<file path="src/rtl/display_pkg.sv">
// Shared FSM encodings, segment constants and the BCD add-3 helper for the display driver.
package display_pkg;

  typedef enum logic [1:0] {
    IDLE  = 2'd0,
    SHIFT = 2'd1,
    DONE  = 2'd2
  } state_t;

  localparam int NUM_DIGITS = 4;

  // Segment order {g,f,e,d,c,b,a}, active low.
  localparam logic [6:0] SEG_BLANK = 7'b1111111;
  localparam logic [6:0] SEG_0     = 7'b1000000;
  localparam logic [6:0] SEG_1     = 7'b1111001;
  localparam logic [6:0] SEG_2     = 7'b0100100;
  localparam logic [6:0] SEG_3     = 7'b0110000;
  localparam logic [6:0] SEG_4     = 7'b0011001;
  localparam logic [6:0] SEG_5     = 7'b0010010;
  localparam logic [6:0] SEG_6     = 7'b0000010;
  localparam logic [6:0] SEG_7     = 7'b1111000;
  localparam logic [6:0] SEG_8     = 7'b0000000;
  localparam logic [6:0] SEG_9     = 7'b0010000;

  function automatic logic [15:0] bcd_add3(input logic [15:0] s);
    logic [15:0] r;
    r = s;
    for (int i = 0; i < NUM_DIGITS; i++) begin
      if (s[i*4 +: 4] >= 4'd5) r[i*4 +: 4] = s[i*4 +: 4] + 4'd3;
    end
    return r;
  endfunction

endpackage

</file>
<file path="src/rtl/seg7_encoder.sv">
// Nibble to active-low 7-segment pattern; anything above 9 is blanked.
module seg7_encoder
  import display_pkg::*;
(
  input  logic [3:0] nibble,
  output logic [6:0] seg
);

  always_comb begin
    seg = SEG_BLANK;
    case (nibble)
      4'd0:    seg = SEG_0;
      4'd1:    seg = SEG_1;
      4'd2:    seg = SEG_2;
      4'd3:    seg = SEG_3;
      4'd4:    seg = SEG_4;
      4'd5:    seg = SEG_5;
      4'd6:    seg = SEG_6;
      4'd7:    seg = SEG_7;
      4'd8:    seg = SEG_8;
      4'd9:    seg = SEG_9;
      default: seg = SEG_BLANK;
    endcase
  end

endmodule

</file>
<file path="src/rtl/bcd_display_driver.sv">
// Captures a binary result, converts it to BCD one bit per clock and scans it onto a 4-digit display.
// Optional leading-zero blanking is enabled by defining LEADING_ZERO_BLANK_EN.
module bcd_display_driver
  import display_pkg::*;
#(
  parameter int clk_freq   = 50000000,
  parameter int DATAWIDTH  = 8,
  parameter int REFRESH_HZ = 1000
) (
  input  logic                 clk,
  input  logic                 lowRst,
  input  logic [DATAWIDTH-1:0] sDataIn,
  input  logic                 sLoad,
  output logic                 sBusy,
  output logic                 sDone,
  output logic [6:0]           sSeg,
  output logic [3:0]           sAnode
);

  localparam int DIVIDE = clk_freq / (REFRESH_HZ * 4);
  localparam int PW     = $clog2(DIVIDE);
  localparam int CW     = $clog2(DATAWIDTH + 1);

  state_t                 state;
  logic [DATAWIDTH-1:0]   shift_q;
  logic [15:0]            scratch_q;
  logic [15:0]            disp_q;
  logic [CW-1:0]          iter_q;
  logic [PW-1:0]          presc_q;
  logic [1:0]             idx_q;
  logic [16+DATAWIDTH-1:0] shifted;
  logic [3:0]             cur_nibble;
  logic [6:0]             enc_seg;
  logic [6:0]             seg_next;
  logic                   upper_zero;

  assign shifted = {bcd_add3(scratch_q), shift_q} << 1;

  always_ff @(posedge clk or negedge lowRst) begin
    if (!lowRst) begin
      state     <= IDLE;
      sBusy     <= 1'b0;
      sDone     <= 1'b0;
      shift_q   <= '0;
      scratch_q <= '0;
      iter_q    <= '0;
      disp_q    <= '0;
    end else begin
      sDone <= 1'b0;
      case (state)
        IDLE: begin
          if (sLoad) begin
            shift_q   <= sDataIn;
            scratch_q <= '0;
            iter_q    <= '0;
            sBusy     <= 1'b1;
            state     <= SHIFT;
          end
        end
        SHIFT: begin
          scratch_q <= shifted[16+DATAWIDTH-1:DATAWIDTH];
          shift_q   <= shifted[DATAWIDTH-1:0];
          iter_q    <= iter_q + CW'(1);
          if (iter_q == CW'(DATAWIDTH - 1)) state <= DONE;
        end
        DONE: begin
          disp_q <= scratch_q;
          sDone  <= 1'b1;
          sBusy  <= 1'b0;
          state  <= IDLE;
        end
        default: state <= IDLE;
      endcase
    end
  end

  assign cur_nibble = disp_q[{idx_q, 2'b00} +: 4];

  seg7_encoder u_seg7_encoder (
    .nibble (cur_nibble),
    .seg    (enc_seg)
  );

`ifdef LEADING_ZERO_BLANK_EN
  // A digit is blank when it and every more significant digit are zero; digit 0 always shows.
  always_comb begin
    upper_zero = 1'b0;
    case (idx_q)
      2'd1:    upper_zero = (disp_q[15:4] == 12'd0);
      2'd2:    upper_zero = (disp_q[15:8] == 8'd0);
      2'd3:    upper_zero = (disp_q[15:12] == 4'd0);
      default: upper_zero = 1'b0;
    endcase
  end
`else
  assign upper_zero = 1'b0;
`endif

  assign seg_next = upper_zero ? SEG_BLANK : enc_seg;

  // Outputs reflect the digit selected before the index advances, so digit 0 lights first.
  always_ff @(posedge clk or negedge lowRst) begin
    if (!lowRst) begin
      presc_q <= '0;
      idx_q   <= 2'd0;
      sSeg    <= SEG_BLANK;
      sAnode  <= 4'b1111;
    end else if (presc_q == PW'(DIVIDE - 1)) begin
      presc_q <= '0;
      idx_q   <= idx_q + 2'd1;
      sAnode  <= ~(4'b0001 << idx_q);
      sSeg    <= seg_next;
    end else begin
      presc_q <= presc_q + PW'(1);
    end
  end

endmodule

</file>
<file path="config.mk">
export PLATFORM = sky130hd
export DESIGN_NAME = bcd_display_driver
export DESIGN_NICKNAME = d
export VERILOG_FILES = /design/src/rtl/display_pkg.sv /design/src/rtl/seg7_encoder.sv /design/src/rtl/bcd_display_driver.sv
export SDC_FILE = /design/constraint.sdc
export NUM_CORES = 1
export LEC_CHECK = 0
export CAP_MARGIN = 20
export CORE_ASPECT_RATIO = 0.75
export CORE_MARGIN = 2
export CORE_UTILIZATION = 55
export CTS_BUF_LIST = sky130_fd_sc_hd__clkbuf_4 sky130_fd_sc_hd__clkbuf_8
export CTS_CLUSTER_DIAMETER = 200
export CTS_CLUSTER_SIZE = 28
export DETAILED_ROUTE_END_ITERATION = 8
export PLACE_DENSITY = 0.78
export SLEW_MARGIN = 10
export SYNTH_ARGS = -nofsm -noshare
export SYNTH_HDL_FRONTEND = slang
export SYNTH_HIERARCHICAL = 1
export SYNTH_SLANG_ARGS = --single-unit
</file>
<file path="constraint.sdc">
create_clock -name clk -period 2.1 [get_ports clk]
set_clock_uncertainty 0.1 [all_clocks]
set_input_delay 0.315 -clock clk [delete_from_list [all_inputs] [get_ports clk]]
set_output_delay 0.315 -clock clk [all_outputs]
set_load 0.005 [all_outputs]
</file>
==> results of run 1 <==
[power by group]
part | internal (mW) | switching (mW)
logic | 0.856 | 1.05
registers | 1.85 | 0.310
clock network | 0.486 | 0.522
total | 3.19 | 1.88
[cells in the final DEF, fill, tap and decap left out, types with 8 or more instances in the layout]
cell             instances
mux2_2                  16
xnor2_1                 12
dfstp_2                 11
ha_1                    17
nor2_1                  15
clkbuf_8                10
nand2_1                 46
o21ai_0                 31
inv_1                   14
dfrtp_1                 63
a21oi_1                  8
buf_4                   15
nand3_1                 18
o31ai_1                  8
clkdlybuf4s50_1         22
[cell type report]
class,instances,area share (%)
multi-input cells,239,39.75
well taps,81,2.349
clock inverters,4,0.6089
flip-flops and latches,75,43.84
inverters,16,1.392
repair buffers,40,8.524
clock buffers,12,3.537
[timing repair]
action | in CTS | in global routing
endpoints found under the hold margin | 64 | 0
pin swaps | 0 | 1
setup buffers | 0 | 4
endpoints found under the setup margin | 2 | 7
gates resized for setup | 1 | 10
hold buffers | 1 | 0
[worst min-delay path: cells and delay by family (launching register included)]
family,cells,cell delay [ns]
flip-flops,1,0.37
AND/OR/NAND/NOR,1,0.04
AO/OA/AOI/OAI,1,0.07
[flip-flops by register name, indices dropped and copies added (netlist names)]
signal,flops
idx_q,2
sAnode,4
state,2
sSeg,7
shift_q,8
sBusy,1
presc_q,14
iter_q,4
disp_q,16
sDone,1
scratch_q,16
[path summary, 6_finish.rpt]
| path | endpoint | slack [ns] |
|---|---|---|
| setup reg to reg | sSeg[5] | -0.008 |
| setup / recovery | sSeg[5] | -0.008 |
| max in group asynchronous | sSeg[6] | 1.13 |
| hold reg to reg | sAnode[2] | 0.38 |
| min in group asynchronous | shift_q[6] | 0.42 |
| hold / removal | sAnode[2] | 0.38 |
[routing by layer]
| layer | track usage [%] | vias to the layer above |
|---|---|---|
| met2 | 30.18 | 42 |
| met5 | 0 | - |
| met4 | 4.718 | 0 |
| li1 | - | 1266 |
| met3 | 5.942 | 7 |
| met1 | 29.63 | 1251 |
[metrics by stage]
stage | hold slack, ns | worst slack (ns) | area [um2] | utilization [%]
floorplan | -0.08059 | 0.009332 | 3720 | -
global placement | 0.2781 | 0.03556 | 4070 | 63.47
detailed placement | 0.2809 | 0.006887 | 4070 | 63.47
CTS | 0.3854 | 0.04810 | 4260 | 66.44
global route | 0.4140 | -0.07939 | 4315 | 67.30
finish | 0.3813 | -0.008215 | 4315 | 67.30
[kinds of logic after synthesis]
kind of cell / after synthesis / synth area share [%]
xor+xnor: 19 / 4.478
simple gates: 114 / 15.96
flops: 75 / 50.88
compound gates: 63 / 9.899
buf+inv: 31 / 3.636
mux: 24 / 8.754
fa+ha+maj: 19 / 6.397
==> impl_metrics.tcl, run 1 <==
set metrics [dict create \
    rsz0062_at_grt "true" \
    die_area_um2 7437 \
    cp_num_buf_inv 1 \
    synthTopCellsByArea "dfrtp_1 (43%), dfstp_2 (7.8%), ha_1 (6.4%), mux2_2 (4.8%), nand2_1 (4.6%)" \
    ios 24 \
    cp_num_cells 7 \
    initial_core_util_pct 57.95 \
    worstPathCellList "mux4_2 -> inv_2 -> ha_1 -> nand2b_1 -> a21oi_2 -> nor2_1 -> mux2_4" \
    synthArstFlopShare_pct 100.0 \
    antenna_found_initial 0 \
    rows 25 \
    status "finished, violations left" \
    power_density_nw_per_um2 1176 \
    critical_path_class "flip-flop to flip-flop" \
    fmax_ghz 0.4743 \
    seq_area_frac_synth_pct 50.88 \
    drtAntennaViolNets 0 \
    synth_top_cell_by_area "dfrtp_1" \
    wl_met2_um 3000 \
    ctsHtreeMaxLevel 3 \
    synth_edf_count 0 \
    post-place-cells 446 \
    ys_ff_latch 75 \
    wl_met1_um 3543 \
    grt_pass1_wl_um 11810 \
    ir_drop_mv 0.6776 \
    cp-end-kind "flip-flop" \
    yosysWarnings 6 \
    cts_tree "yes" \
    synthToLayoutAreaGrowth_pct 16.13 \
    cts_buffers 9 \
    min_period_ns 2.108 \
    violations "negative setup slack" \
    netlist_instances 345 \
    critPathTopFamily "multiplexers" \
    die_w_um 98.92 \
    first_iter_violations 110 \
    rr_worst_depth 7 \
    layout-drive-gt1-share_pct 20.47 \
    synth_cell_type_count 38 \
    die_h_um 75.19 \
    setup_viol 1 \
    drv_slew 0 \
    syn-num-nets 375 \
    hp-class "flip-flop to flip-flop" \
    final_cells 467 \
    wirelength_um 6972 \
    avgSynthCellArea_um2 10.77 \
    clk_latency_ns 0.35 \
    r2r-start "idx_q[0]" \
    grt_use_total_pct 20.23 \
    synth_top_area_share_pct 43.10 \
    firstDrtPassIters 4 \
    layout.nets 411 \
    seqCellArea_um2 1892 \
    yosysMostFrequentCell "dfrtp_1" \
    multiInputGateArea_um2 1715 \
    gp_congestion 0.8303 \
    synth_flop_cell "dfrtp_1" \
    synth_area_um2 3716 \
    cts_root_buffer "clkbuf_8" \
    worstPathMaxFanout 5 \
    setup_slack_ns -0.008215 \
    cts_buffer_depth 2 \
    crit_start "idx_q[0]" \
    cpPeakStageDelay_ns 0.61 \
    required_ns 2.28 \
    period_share_pct 100.4 \
    wl_met3_um 371 \
    wire_per_inst_um 14.93 \
    leakage_nw 1.932 \
    vias_per_cell 5.495 \
    maxCapViolations 0 \
    diodes 0 \
    tns_ns -0.008215 \
    hold_violations 0 \
    grt_overflow 0 \
    ys_top_cells_by_count "dfrtp_1 (64), nand2_1 (46), o21ai_0 (33), ha_1 (19), nand3_1 (18)" \
    path_clk_slew_ns 0.08 \
    cp.arrival_ns 2.29 \
    hold_start "sAnode[2]" \
    power_mw 5.073 \
    hpwlAfterDp_um 4657 \
    slowest_stage "mux4_2" \
    io_buffer_count 23 \
    num_vias 2566 \
    grt_max_degree 76 \
    whs_path_depth 2 \
    fillers 493 \
    setup.worst_path.start_class "flip-flop" \
    worst_pin_slew_ns 0.6689 \
    slew_headroom_pct 55.30 \
    drcViolationCount 0 \
    grt_pass1_vias 2476 \
    coreArea_um2 6412 \
    clock-sinks 75 \
    top_layer "met4" \
]
Note: power is estimated with default switching activity, not from simulation.
==> inputs of run 2 (changes only) <==
CAP_MARGIN = default   (was 20)
==> results of run 2 <==
Final layout, timing and power as in run 1 (identical DEF).
